## config.mk

```make
export PLATFORM = sky130hd
export DESIGN_NAME = onehot_encoder_pipe_flat
export DESIGN_NICKNAME = d
export VERILOG_FILES = /design/src/rtl/onehot_encoder_pipe_if.sv /design/src/rtl/onehot_encoder_pipe.sv /design/src/flat_wrapper.sv
export SDC_FILE = /design/constraint.sdc
export NUM_CORES = 1
export LEC_CHECK = 0
export CORE_MARGIN = 2
export CORE_UTILIZATION = 40
export DETAILED_ROUTE_END_ITERATION = 12
export PLACE_DENSITY = 0.82
export SYNTH_ARGS = -nofsm -noshare
export SYNTH_HDL_FRONTEND = slang
export SYNTH_SLANG_ARGS = --single-unit
export TNS_END_PERCENT = 1
```

## constraint.sdc

```tcl
create_clock -name clk -period 1.9 [get_ports clk]
set_input_delay 0.285 -clock clk [delete_from_list [all_inputs] [get_ports clk]]
set_output_delay 0.285 -clock clk [all_outputs]
set_load 0.05 [all_outputs]
```

## src/rtl/onehot_encoder_pipe_if.sv

```systemverilog
// Handshake bundle for onehot_encoder_pipe: request side, result side and error counter.
`timescale 1ns/1ps
interface onehot_encoder_pipe_if #(
  parameter int N = 8
);
  localparam int W = $clog2(N);

  logic         in_valid;
  logic         in_ready;
  logic [N-1:0] d;
  logic [1:0]   mode;
  logic         out_valid;
  logic         out_ready;
  logic [W-1:0] y;
  logic [1:0]   out_err;
  logic         err_clr;
  logic [15:0]  err_cnt;

  modport master (
    output in_valid, d, mode, out_ready, err_clr,
    input  in_ready, out_valid, y, out_err, err_cnt
  );

  modport slave (
    input  in_valid, d, mode, out_ready, err_clr,
    output in_ready, out_valid, y, out_err, err_cnt
  );
endinterface

```

## src/rtl/onehot_encoder_pipe.sv

```systemverilog
// N-to-log2(N) encoder (strict/LSB/MSB/round-robin), 1-cycle registered result; ONEHOT_ENC_ERR_CNT_EN adds err counter.
// Backpressure: single output register, in_ready = rst_n && (!out_valid || out_ready).
`timescale 1ns/1ps
module onehot_encoder_pipe #(
  parameter int N = 8
) (
  input logic clk,
  input logic rst_n,
  onehot_encoder_pipe_if.slave bus
);
  localparam int W = $clog2(N);

  localparam logic [1:0] MODE_STRICT = 2'b00;
  localparam logic [1:0] MODE_LSB    = 2'b01;
  localparam logic [1:0] MODE_MSB    = 2'b10;
  localparam logic [1:0] MODE_RR     = 2'b11;

  localparam logic [1:0] ERR_OK    = 2'b00;
  localparam logic [1:0] ERR_ZERO  = 2'b01;
  localparam logic [1:0] ERR_MULTI = 2'b10;

  localparam logic [N-1:0] ONE     = N'(1);
  localparam logic [W-1:0] LAST_IX = W'(N - 1);

  logic         out_valid_q;
  logic [W-1:0] y_q;
  logic [1:0]   err_q;
  logic [W-1:0] ptr;

  logic         in_xfer;
  logic         zero;
  logic         multi;
  logic [W-1:0] lsb_idx;
  logic [W-1:0] msb_idx;
  logic [W-1:0] up_idx;
  logic         up_hit;
  logic [W-1:0] rr_idx;
  logic [W-1:0] ptr_nxt;
  logic [W-1:0] res_y;
  logic [1:0]   res_err;

  assign bus.in_ready  = rst_n && (!out_valid_q || bus.out_ready);
  assign in_xfer       = bus.in_valid && bus.in_ready;
  assign bus.out_valid = out_valid_q;
  assign bus.y         = y_q;
  assign bus.out_err   = err_q;

  assign zero  = ~|bus.d;
  assign multi = |(bus.d & (bus.d - ONE));

  always_comb begin
    lsb_idx = '0;
    msb_idx = '0;
    up_idx  = '0;
    up_hit  = 1'b0;
    for (int i = N - 1; i >= 0; i--) begin
      if (bus.d[i]) begin
        lsb_idx = W'(i);
      end
    end
    for (int i = 0; i < N; i++) begin
      if (bus.d[i]) begin
        msb_idx = W'(i);
      end
    end
    // Lowest set bit at or above ptr; if none, the search wraps to the lowest set bit overall.
    for (int i = N - 1; i >= 0; i--) begin
      if (bus.d[i] && (i >= int'(ptr))) begin
        up_idx = W'(i);
        up_hit = 1'b1;
      end
    end
  end

  assign rr_idx  = up_hit ? up_idx : lsb_idx;
  assign ptr_nxt = (rr_idx == LAST_IX) ? '0 : rr_idx + 1'b1;

  always_comb begin
    res_y   = '0;
    res_err = ERR_OK;
    if (zero) begin
      res_err = ERR_ZERO;
    end else begin
      case (bus.mode)
        MODE_STRICT: begin
          if (multi) begin
            res_err = ERR_MULTI;
          end else begin
            res_y = lsb_idx;
          end
        end
        MODE_LSB: begin
          res_y   = lsb_idx;
          res_err = multi ? ERR_MULTI : ERR_OK;
        end
        MODE_MSB: begin
          res_y   = msb_idx;
          res_err = multi ? ERR_MULTI : ERR_OK;
        end
        default: begin
          res_y = rr_idx;
        end
      endcase
    end
  end

  always_ff @(posedge clk) begin
    if (!rst_n) begin
      out_valid_q <= 1'b0;
      y_q         <= '0;
      err_q       <= ERR_OK;
      ptr         <= '0;
    end else begin
      if (in_xfer) begin
        out_valid_q <= 1'b1;
        y_q         <= res_y;
        err_q       <= res_err;
        if ((bus.mode == MODE_RR) && !zero) begin
          ptr <= ptr_nxt;
        end
      end else if (out_valid_q && bus.out_ready) begin
        out_valid_q <= 1'b0;
      end
    end
  end

`ifdef ONEHOT_ENC_ERR_CNT_EN
  logic [15:0] err_cnt_q;

  always_ff @(posedge clk) begin
    if (!rst_n) begin
      err_cnt_q <= '0;
    end else if (bus.err_clr) begin
      err_cnt_q <= '0;
    end else if (in_xfer && (res_err != ERR_OK) && (err_cnt_q != 16'hFFFF)) begin
      err_cnt_q <= err_cnt_q + 16'd1;
    end
  end

  assign bus.err_cnt = err_cnt_q;
`else
  logic unused_err_clr;
  assign unused_err_clr = bus.err_clr;
  assign bus.err_cnt    = 16'h0000;
`endif

endmodule
```

## src/flat_wrapper.sv

```systemverilog
// flat-port wrapper written by rule: the top's interface ports become plain ports
module onehot_encoder_pipe_flat 
#(
  parameter int N = 8
)
  (clk, rst_n, bus_in_valid, bus_d, bus_mode, bus_out_ready, bus_err_clr, bus_in_ready, bus_out_valid, bus_y, bus_out_err, bus_err_cnt);
  onehot_encoder_pipe_if #(.N(N)) bus_i ();
  input logic clk;
  input logic rst_n;
  input wire logic [$bits(bus_i.in_valid)-1:0] bus_in_valid;
  input wire logic [$bits(bus_i.d)-1:0] bus_d;
  input wire logic [$bits(bus_i.mode)-1:0] bus_mode;
  input wire logic [$bits(bus_i.out_ready)-1:0] bus_out_ready;
  input wire logic [$bits(bus_i.err_clr)-1:0] bus_err_clr;
  output wire logic [$bits(bus_i.in_ready)-1:0] bus_in_ready;
  output wire logic [$bits(bus_i.out_valid)-1:0] bus_out_valid;
  output wire logic [$bits(bus_i.y)-1:0] bus_y;
  output wire logic [$bits(bus_i.out_err)-1:0] bus_out_err;
  output wire logic [$bits(bus_i.err_cnt)-1:0] bus_err_cnt;
  assign bus_i.in_valid = bus_in_valid;
  assign bus_i.d = bus_d;
  assign bus_i.mode = bus_mode;
  assign bus_i.out_ready = bus_out_ready;
  assign bus_i.err_clr = bus_err_clr;
  assign bus_in_ready = bus_i.in_ready;
  assign bus_out_valid = bus_i.out_valid;
  assign bus_y = bus_i.y;
  assign bus_out_err = bus_i.out_err;
  assign bus_err_cnt = bus_i.err_cnt;
  onehot_encoder_pipe #(.N(N)) u_core (.clk(clk), .rst_n(rst_n), .bus(bus_i));
endmodule
```

Yosys cells after proc, flatten, opt, wreduce, memory -nomap -nowiden

Cells that the tools add are included.

Add/subtract/negate cells: 2
Order comparisons: 7
Eq/ne operators: 4
Multiplexer cells: 40
Bitwise logic cells: 1
Reduce and logical (&&, ||, !) cells: 19

Operator list:

| operator              | number |
|---|---|
| $mux W3               | 23 |
| $reduce_or A8 Y1      | 2 |
| $logic_and A1 B1 Y1   | 11 |
| $mux W1               | 11 |
| $mux W2               | 5 |
| $ge A3 B3 Y1 const A  | 3 |
| $pmux W3 S3           | 1 |
| $and A8 B8 Y8         | 1 |
| $sub A8 B1 Y8 const B | 1 |
| $ge A1 B3 Y1 const A  | 2 |
| $ge A2 B3 Y1 const A  | 2 |
| $eq A2 B2 Y1 const B  | 2 |
| $add A3 B1 Y3 const B | 1 |
| $eq A3 B3 Y1 const B  | 1 |
| $reduce_or A3 Y1      | 1 |
| $eq A2 B1 Y1 const B  | 1 |
| $logic_not A2 Y1      | 1 |
| $reduce_and A2 Y1     | 1 |
| $reduce_bool A2 Y1    | 1 |
| $logic_not A1 Y1      | 1 |
| $logic_or A1 B1 Y1    | 1 |

Bits in registers: 9
Input bits: 15
Output and inout bits: 23

Logic depth before layout (Yosys ltp)

Gate-level depths: netlist of the first run.

Depth after elaboration: 12
Mapped depth: 9
Mapped depth without buffers: 8

Worst setup path after synthesis of the first run

OpenSTA, ideal clock, no wires.

Path type: register to register
Start point: register u_core.ptr[1]
End point: register u_core.ptr[2]
Arrival: 1.782 ns
Path slack: 0.002 ns
Stages on the path, launching flop included: 10
Path through: dfxtp_1 > buf_2 > nand2b_1 > a21o_1 > a32o_1 > a32o_2 > ha_1 > ha_1 > mux2i_1 > nor2b_1

Longest elaborated chain between the ends: 12

RTL lines:

| item                                                    | line                       | source |
|---|---|---|
| start, declared                                         | onehot_encoder_pipe.sv:28  | `logic [W-1:0] ptr;` |
| start signal, assigned                                  | onehot_encoder_pipe.sv:119 | `ptr <= ptr_nxt;` |
| $ge A3 B3 Y1                                            | onehot_encoder_pipe.sv:68  | `if (bus.d[i] && (i >= int'(ptr))) begin` |
| $logic_and A1 B1 Y1                                     | onehot_encoder_pipe.sv:68  |  |
| $mux W3 / $mux W1 (equally long branches) (7 in series) | onehot_encoder_pipe.sv:68  |  |
| $mux W3 *                                               | onehot_encoder_pipe.sv:75  | `assign rr_idx = up_hit ? up_idx : lsb_idx;` |
| $add A3 B1 Y3 / $eq A3 B3 Y1 (equally long branches)    | onehot_encoder_pipe.sv:76  | `assign ptr_nxt = (rr_idx == LAST_IX) ? '0 : rr_idx + 1'b1;` |
| $mux W3 *                                               | onehot_encoder_pipe.sv:76  |  |
| named net u_core.ptr_nxt[2]                             | onehot_encoder_pipe.sv:38  | `logic [W-1:0] ptr_nxt;` |

The timed path passes the listed nets; every way through them passes the cells marked *.
A chain may end at the register's enable or synchronous reset.

Worst setup path in the final report of the first run

Ends and elaborated chain as after synthesis.

==> impl_metrics.json, run 1 <==
{
  "outcome": "finished, violations left",
  "violations": "setup timing",
  "cts_max_level": 1,
  "tightest_slew_ns": 0.509,
  "cts_root_buf": "clkbuf_4",
  "final_cells": 214,
  "dpl.hpwl_um": 2180,
  "powerDensity_nw_per_um2": 477,
  "synth_area_um2": 1050,
  "wl_um": 2800,
  "layout_common_cells": "buf_4 (35), conb_1 (16), nand2_1 (12)",
  "grt.met3_usage_pct": 2.81,
  "ys_ff_latch": 9,
  "cp.required_ns": 2.06,
  "max_slew_margin_pct": 66.0,
  "fillerInstances": 221,
  "endpoint_kind": "flip-flop",
  "wire_per_inst_um": 13.1,
  "dieArea_um2": 3050,
  "port_buffers": 20,
  "drtPass1Iterations": 5,
  "drv_slew": 0,
  "synth_top_cell_by_area": "dfxtp_1",
  "synth_top_area_share_pct": 17.1,
  "use_met1_pct": 22.0,
  "use_met2_pct": 33.3,
  "insertedDiodeCount": 0,
  "ir_drop_v": 0.000496,
  "max_clock_freq_mhz": 508,
  "synth.distinct_cells": 50,
  "crit_type": "reg -> reg",
  "timing.hold.ws_ns": 0.464,
  "cts-buffers-inserted": 3,
  "overflow": 0,
  "antenna_found_initial": 0,
  "synth-edff-count": 0,
  "layout.nets": 202,
  "async_flop_share_pct": 0,
  "skew_ns": 0.00234,
  "insertion_delay_ns": 0.27,
  "grt_pass1_wl_um": 4600,
  "rows": 18,
  "drtIter0Drc": 30,
  "num_io_pins": 38,
  "clock_sinks": 9,
  "dp.cells": 206,
  "hold_buffers": 0,
  "cp.arrival_ns": 2.12,
  "layout_commonest_cell": "buf_4",
  "grt_pass1_vias": 1043,
  "grt.busiest_layer": "met2",
  "core_um2": 2480,
  "die_h_um": 55.3,
  "clk_pin_slew_ns": 0.06,
  "num_vias": 1117,
  "finalCritPeriodShare_pct": 104,
  "chipWidth_um": 55.3,
  "area_growth_pct": 40.7,
  "finalHoldViolations": 0,
  "yosys_most_used_dff": "dfxtp_1",
  "drive_above_1_share_pct": 34.2,
  "seq_area_frac_synth_pct": 17.1,
  "worstHoldPathType": "reg -> reg",
  "vias_per_cell": 5.22,
  "setup_viol": 1,
  "grt_max_degree": 11,
  "clock_path_buffers": 2,
  "ant_nets": 0,
  "synthTopCellsByArea": "dfxtp_1 (17%), buf_4 (14%), a21oi_1 (4.8%)",
  "drv_cap": 0,
  "cts_tree": "built",
  "cp_max_fo": 8,
  "fin_ws_ns": -0.0670,
  "leakagePower_nw": 0.645,
  "routabilityCongestion": 0.878,
  "drc": 0,
  "setup_tns_ns": -0.0670,
  "fin_crit_ns": 1.97,
  "initial_core_util_pct": 42.4,
  "syn-instance-count": 135,
  "track_usage_pct": 18.2,
  "cp-start-kind": "flip-flop",
  "syn_avg_cell_area_um2": 7.79,
  "rsz0062_at_grt": "true",
  "yosysWarnings": 0
}
-- Yosys cell counts, types with 2 or more instances --
master and instances:
buf_4 20, nand2_1 12, nor2_1 11, a21oi_1 10
dfxtp_1 9, o21ai_0 7, and2_1 4, nand2b_1 4
a22oi_1 3, inv_1 3, nand3_1 3, nor3_1 3
buf_6 2, ha_1 2, mux2i_1 2, nor2b_1 2
nor4_1 2, o211ai_1 2, o21a_1 2, or2_2 2
-- critical path: stages (launching register included) --
cell and delay (ns):
dfxtp_2 0.38, nand2b_1 0.17, a21o_1 0.18, a32o_1 0.25, a32o_2 0.25, ha_4 0.17, ha_4 0.23, mux2i_1 0.16
nor2b_1 0.07
-- final cells by class --
type	instances	area [µm²]	share of cell area (%)
clock buffers	4	26.3	1.78
inverters	3	11.3	0.761
multi-input cells	113	752	50.8
flip-flops and latches	9	189	12.8
well taps	30	37.5	2.54
repair buffers	55	463	31.3
-- path summary, 6_finish.rpt --
path / slack [ns] / endpoint / depth (start not counted) / start
worst max-delay path: -0.07 / u_core.ptr[2] / 8 / u_core.ptr[1]
worst min-delay path: 0.46 / u_core.bus.out_err[0] / 2 / u_core.bus.out_err[0]
worst max register to register: -0.07 / u_core.ptr[2] / 8 / u_core.ptr[1]
worst min register to register: 0.46 / u_core.bus.out_err[0] / 2 / u_core.bus.out_err[0]
-- where the power goes --
group | switching (W) | internal (W)
sequential | 0.00000959 | 0.000198
clock | 0.0000685 | 0.0000810
combinational | 0.000214 | 0.000134
total | 0.000292 | 0.000414
-- logic make-up (layout without fill, tap and decap cells) --
| kind of cell | Yosys count | after routing | synth area share, % |
|---|---|---|---|
| fa+ha+maj | 2 | 2 | 2.38 |
| simple gates | 50 | 50 | 26.2 |
| mux | 2 | 2 | 1.90 |
| other cells | 1 | 16 | 0.357 |
| flops | 9 | 9 | 17.1 |
| buf+inv | 28 | 62 | 22.4 |
| compound gates | 43 | 43 | 29.6 |
-- state kept, by name, summed over array words and instances, names as in the netlist --
| register | cells |
|---|---|
| u_core.bus.y | 3 |
| u_core.bus.out_valid | 1 |
| u_core.bus.out_err | 2 |
| u_core.ptr | 3 |
-- through the flow --
stage | total power, W | setup slack, ns | instance area, µm² | utilization [%]
global placement | 0.000537 | -0.498 | 1360 | 55.1
finish | 0.000706 | -0.0670 | 1480 | 59.7
CTS | 0.000698 | -0.0305 | 1440 | 58.2
global route | 0.000737 | -0.112 | 1480 | 59.7
floorplan | 0.000460 | 0.00172 | 1110 | -
detailed placement | 0.000545 | -0.592 | 1360 | 55.1
-- timing repair --
item,CTS,global route
setup buffers,2,2
endpoints found under the setup margin,5,2
pin swaps,4,2
gates resized for setup,21,5
-- layer usage --
layer / routed length (µm) / part of all wire (%)
met3: 104 / 3.7
met5: 0 / 0
met1: 1220 / 43
met4: 16 / 0.57
met2: 1460 / 52
Note: power is estimated with default switching activity, not from simulation.
==> run 2, diff against run 1 <==
--- a/config.mk
+++ b/config.mk
@@ -7,6 +7,7 @@
 export LEC_CHECK = 0
 export CORE_MARGIN = 2
 export CORE_UTILIZATION = 40
+export CTS_BUF_LIST = sky130_fd_sc_hd__clkbuf_16
 export DETAILED_ROUTE_END_ITERATION = 12
 export PLACE_DENSITY = 0.82
 export SYNTH_ARGS = -nofsm -noshare
==> run 2 against run 1 <==
  * Core utilization rose by 4.3 points
  * Sequential cell count did not move
  * Die area did not move
  * Wire length rose by 12%
  * Clock power rose by 140%
  * First-iteration DRC count rose by 57%
  * Combinational power rose by 5%
  * Critical path depth rose by 2
  * Worst setup slack improved by 0.016 ns
  * The run still ends with setup timing left
  * Sequential share of layout area fell by 0.71 points
  * Clock-buffer cell count fell by 1
  * Via count rose by 5.3%
==> impl_metrics.json, run 2 (synthesis results as in run 1) <==
{
  "cp_max_fo": 6,
  "crit_type": "in -> reg",
  "cp_slowest_cell": "or2_2",
  "grt_pass1_wl_um": 4850,
  "num_io_pins": 38,
  "cp-startpoint": "bus_d[3]",
  "insertedDiodeCount": 0,
  "drtIter0Drc": 47,
  "cp-start-kind": "input pin",
  "ir_drop_v": 0.000630,
  "track_usage_pct": 19.3,
  "vias_per_cell": 5.42,
  "ant_nets": 0,
  "cts-buffers-inserted": 3,
  "path_buf_inv": 4,
  "fin_ws_ns": -0.0512,
  "worstReg2RegStart": "u_core.ptr[2]",
  "slowest_delay_ns": 0.35,
  "drtPass1Iterations": 4,
  "wl_um": 3130,
  "skew_ns": 0.0000833,
  "clock_path_buffers": 2,
  "clock_sinks": 9,
  "violations": "setup timing",
  "overflow": 0,
  "drc": 0,
  "layout.nets": 205,
  "rows": 18,
  "antenna_found_initial": 0,
  "powerDensity_nw_per_um2": 588,
  "core_um2": 2480,
  "cp.arrival_ns": 2.06,
  "rsz0062_at_grt": "true",
  "worstHoldStart": "u_core.bus.y[2]",
  "cp.required_ns": 2.01,
  "clk_pin_slew_ns": 0.04,
  "timing.hold.ws_ns": 0.465,
  "initial_core_util_pct": 42.4,
  "layout_commonest_cell": "buf_4",
  "cpMostUsedCell": "buf_4",
  "cts_max_level": 1,
  "die_h_um": 55.3,
  "chipWidth_um": 55.3,
  "max_slew_margin_pct": 65.8,
  "drv_cap": 0,
  "finalCritPeriodShare_pct": 103,
  "worstHoldPathType": "reg -> reg",
  "setup_tns_ns": -0.0804,
  "fin_crit_ns": 1.95,
  "hold_buffers": 0,
  "dpl.hpwl_um": 2180,
  "dieArea_um2": 3050,
  "grt_max_degree": 11,
  "grt_pass1_vias": 1100,
  "outcome": "finished, violations left",
  "area_growth_pct": 51.0,
  "cts_tree": "built",
  "leakagePower_nw": 0.688,
  "num_vias": 1176,
  "tightest_slew_ns": 0.511,
  "port_buffers": 20,
  "drv_slew": 0,
  "crit_chain": "clkdlybuf4s15_1, or2_2, a21oi_2, a21oi_2, o21a_1, buf_4, buf_4, buf_4, o22ai_1, o21ai_0",
  "finalHoldViolations": 0,
  "max_clock_freq_mhz": 513,
  "wire_per_inst_um": 14.4,
  "insertion_delay_ns": 0.23,
  "layout_common_cells": "buf_4 (38), conb_1 (16), nand2_1 (12)",
  "routabilityCongestion": 0.878,
  "drive_above_1_share_pct": 36.9,
  "cts_root_buf": "clkbuf_16",
  "endpoint_kind": "flip-flop",
  "crit_family": "compound AO/OA/AOI/OAI gates",
  "setup_viol": 2
}
[run 2: power breakdown]
| part | internal (W) | total, W | switching [W] |
|---|---|---|---|
| logic | 0.000142 | 0.000365 | 0.000224 |
| registers | 0.000198 | 0.000207 | 0.00000905 |
| clock network | 0.000274 | 0.000360 | 0.0000857 |
[run 2: final timing paths]
path / to / slack, ns / cells after the start
min reg2reg: u_core.bus.y[2] / 0.47 / 2
min: u_core.bus.y[2] / 0.47 / 2
max reg2reg: u_core.bus.y[1] / -0.05 / 10
max: u_core.bus.y[1] / -0.05 / 10
[run 2: layout make-up]
class                   count  area (µm²)
clock buffers               3        75.1
inverters                   3        11.3
well taps                  30        37.5
flip-flops and latches      9         191
fillers                   201         891
repair buffers             58         488
multi-input cells         113         779
clock inverters             1        3.75
[run 2: metrics by stage]
step	util (%)	total power [W]	cells	area, µm²	setup slack (ns)
floorplan	-	0.000460	150	1110	0.00172
global placement	55.1	0.000537	206	1360	-0.498
detailed placement	55.1	0.000545	206	1360	-0.592
CTS	61.7	0.000920	213	1530	-0.0379
global route	64.0	0.000968	217	1590	-0.137
finish	64.0	0.000933	217	1590	-0.0512
[run 2: per-layer routing]
layer | up-vias | track usage (%) | wire length, µm
li1 | 560 | - | -
met1 | 565 | 23.1 | 1330
met2 | 44 | 35.9 | 1640
met3 | 7 | 3.28 | 123
met4 | 0 | 3.83 | 35
met5 | - | 0 | 0
[run 2: repair_timing]
action,CTS,global route
gates resized for setup,26,11
pin swaps,8,8
setup buffers,3,4
endpoints found under the setup margin,6,4
[run 2: worst min-delay path, cell delays in order (launching register included)]
cell and delay [ns]:
dfxtp_1 0.30, nand2_1 0.05, o21ai_1 0.06
==> run 3, diff against run 2 <==
--- a/config.mk
+++ b/config.mk
@@ -5,11 +5,13 @@
 export SDC_FILE = /design/constraint.sdc
 export NUM_CORES = 1
 export LEC_CHECK = 0
+export CAP_MARGIN = 20
 export CORE_MARGIN = 2
 export CORE_UTILIZATION = 40
 export CTS_BUF_LIST = sky130_fd_sc_hd__clkbuf_16
 export DETAILED_ROUTE_END_ITERATION = 12
 export PLACE_DENSITY = 0.82
+export SKIP_LAST_GASP = 1
 export SYNTH_ARGS = -nofsm -noshare
 export SYNTH_HDL_FRONTEND = slang
 export SYNTH_SLANG_ARGS = --single-unit
==> run 3 against run 2 <==
  * Largest power group unchanged
  * First-iteration DRC count decreased by 26%
  * Clock-buffer cell count stayed put
  * Clock power barely moved
  * Die area unchanged
  * The run still ends with setup timing left
  * Maximum frequency is 0.59% lower
  * Largest cell class unchanged
  * Critical path depth did not move
  * Final cell count unchanged
  * Via count down 1.6%
==> impl_metrics.json, run 3 (synthesis results as in run 1) <==
{
  "worstHoldPathType": "reg -> reg",
  "drive_above_1_share_pct": 36.9,
  "die_h_um": 55.3,
  "finalCritPeriodShare_pct": 103,
  "drtIter0Drc": 35,
  "ant_nets": 0,
  "wl_um": 3100,
  "outcome": "finished, violations left",
  "endpoint_kind": "flip-flop",
  "insertedDiodeCount": 0,
  "max_slew_margin_pct": 65.8,
  "vias_per_cell": 5.33,
  "slowest_delay_ns": 0.32,
  "finalHoldViolations": 0,
  "final_util_pct": 64.0,
  "grt_pass1_vias": 1100,
  "port_buffers": 20,
  "place_ws_ns": -0.592,
  "cts_tree": "built",
  "fin_ws_ns": -0.0627,
  "rsz0062_at_grt": "true",
  "power.switching_w": 0.000318,
  "p_sw_share_pct": 34.1,
  "cts_root_buf": "clkbuf_16",
  "max_clock_freq_mhz": 509,
  "num_io_pins": 38,
  "violations": "setup timing",
  "worstHoldStart": "u_core.bus.y[2]",
  "fillerInstances": 202,
  "layout.nets": 205,
  "setup_viol": 2,
  "grt_pass1_wl_um": 4850,
  "cpMostUsedCell": "buf_4",
  "skew_ns": 0.000163,
  "chipWidth_um": 55.3,
  "dieArea_um2": 3050,
  "layout_common_cells": "buf_4 (38), conb_1 (16), nand2_1 (12)",
  "cp.required_ns": 2.01,
  "hold_buffers": 0,
  "core_um2": 2480,
  "hold_depth": 2,
  "cts_max_level": 1,
  "tightest_slew_ns": 0.511,
  "initial_core_util_pct": 42.4,
  "layout_commonest_cell": "buf_4",
  "r2r-end": "u_core.bus.y[1]",
  "insertion_delay_ns": 0.23,
  "leakagePower_nw": 0.690,
  "powerDensity_nw_per_um2": 588,
  "wire_per_inst_um": 14.3,
  "clk_pin_slew_ns": 0.04,
  "r2r_cells": 10,
  "routabilityCongestion": 0.878,
  "track_usage_pct": 19.3,
  "fin_crit_ns": 1.96,
  "dpl.hpwl_um": 2180,
  "crit_type": "in -> reg",
  "drc": 0,
  "cp.arrival_ns": 2.07,
  "drv_slew": 0,
  "power_frac_comb_pct": 39.1,
  "drv_cap": 0,
  "ir_drop_v": 0.000630,
  "worstReg2RegStart": "u_core.ptr[2]",
  "clock_path_buffers": 2,
  "clkPwrFrac_pct": 38.7,
  "crit_chain": "dlygate4sd2_1, or2_2, a21oi_2, a21oi_2, o21a_1, buf_4, buf_4, buf_4, o22ai_1, o21ai_0",
  "cp_slowest_cell": "or2_2",
  "cts-buffers-inserted": 3,
  "overflow": 0,
  "cp-start-kind": "input pin",
  "rows": 18,
  "clock_sinks": 9,
  "antenna_found_initial": 0,
  "num_vias": 1157,
  "cp_max_fo": 6,
  "r2r_slack_ns": -0.05,
  "drtPass1Iterations": 4,
  "worstHoldEndpoint": "u_core.bus.y[2]",
  "seqPwrFrac_pct": 22.2,
  "intPower_w": 0.000614,
  "grt_max_degree": 11,
  "area_growth_pct": 50.8
}
==> run 3: cell types whose count changed in the layout (fill, tap and decap cells not counted) <==
cell and change:
clkdlybuf4s15_1 -1, dlygate4sd2_1 +1
==> run 3: per-stage QoR <==
step / power, W / instances / instance area [µm²] / hold WS (ns) / setup TNS [ns]
after floorplan: 0.000460 / 150 / 1110 / 0.407 / 0
after global placement: 0.000537 / 206 / 1360 / 0.442 / -2.09
after detailed placement: 0.000545 / 206 / 1360 / 0.458 / -2.55
after CTS: 0.000920 / 213 / 1530 / 0.468 / -0.0379
after global routing: 0.000968 / 217 / 1590 / 0.475 / -0.272
final: 0.000932 / 217 / 1590 / 0.465 / -0.100
==> run 3: how the worst max path moves through the flow <==
stage | start | to | slack [ns] | cells past startpoint
5_1_grt | u_core.ptr[2] | u_core.bus.y[1] | -0.14 | 10
2_1_floorplan | u_core.ptr[1] | u_core.ptr[2] | 0.002 | 9
4_1_cts | u_core.ptr[2] | u_core.ptr[2] | -0.04 | 8
6_report | bus_d[3] | u_core.bus.y[1] | -0.06 | 10
3_5_place_dp | bus_d[2] | u_core.ptr[2] | -0.59 | 9
3_3_place_gp | bus_d[4] | u_core.ptr[2] | -0.50 | 9
==> run 3: layout make-up <==
class                           instances  area (µm²)  area share [%]
Clock buffer                            3        75.1            4.74
Timing Repair Buffer                   58         487            30.7
Sequential cell                         9         191            12.1
Clock inverter                          1        3.75           0.237
Tap cell                               30        37.5            2.37
Inverter                                3        11.3           0.710
Multi-Input combinational cell        113         779            49.2
==> run 3: worst max-delay path: cells and delay by family <==
family	cells	cell delay, ns
AND/OR/NAND/NOR	1	0.32
AO/OA/AOI/OAI	5	0.78
buffers and inverters	4	0.69
==> run 3: power groups by stage <==
| stage | registers, W | logic, W | clock network [W] |
|---|---|---|---|
| floorplan | 0.000244 | 0.000217 | 0 |
| global placement | 0.000213 | 0.000325 | 0 |
| detailed placement | 0.000213 | 0.000332 | 0 |
| CTS | 0.000210 | 0.000346 | 0.000364 |
| global route | 0.000209 | 0.000384 | 0.000375 |
| finish | 0.000207 | 0.000364 | 0.000361 |
==> run 3: timing repair <==
action | CTS | global route
buffers inserted | 3 | 4
resized for setup | 26 | 10
pin swaps | 8 | 7
setup endpoints to repair | 6 | 4
==> run 3: layer usage <==
metal	up-vias	share of wire [%]	wire (µm)	track usage, %
li1	559	-	-	-
met1	554	42	1290	23.1
met4	0	0.52	16	3.83
met2	42	53	1650	35.9
met5	-	0	0	0
met3	2	4.5	139	3.28
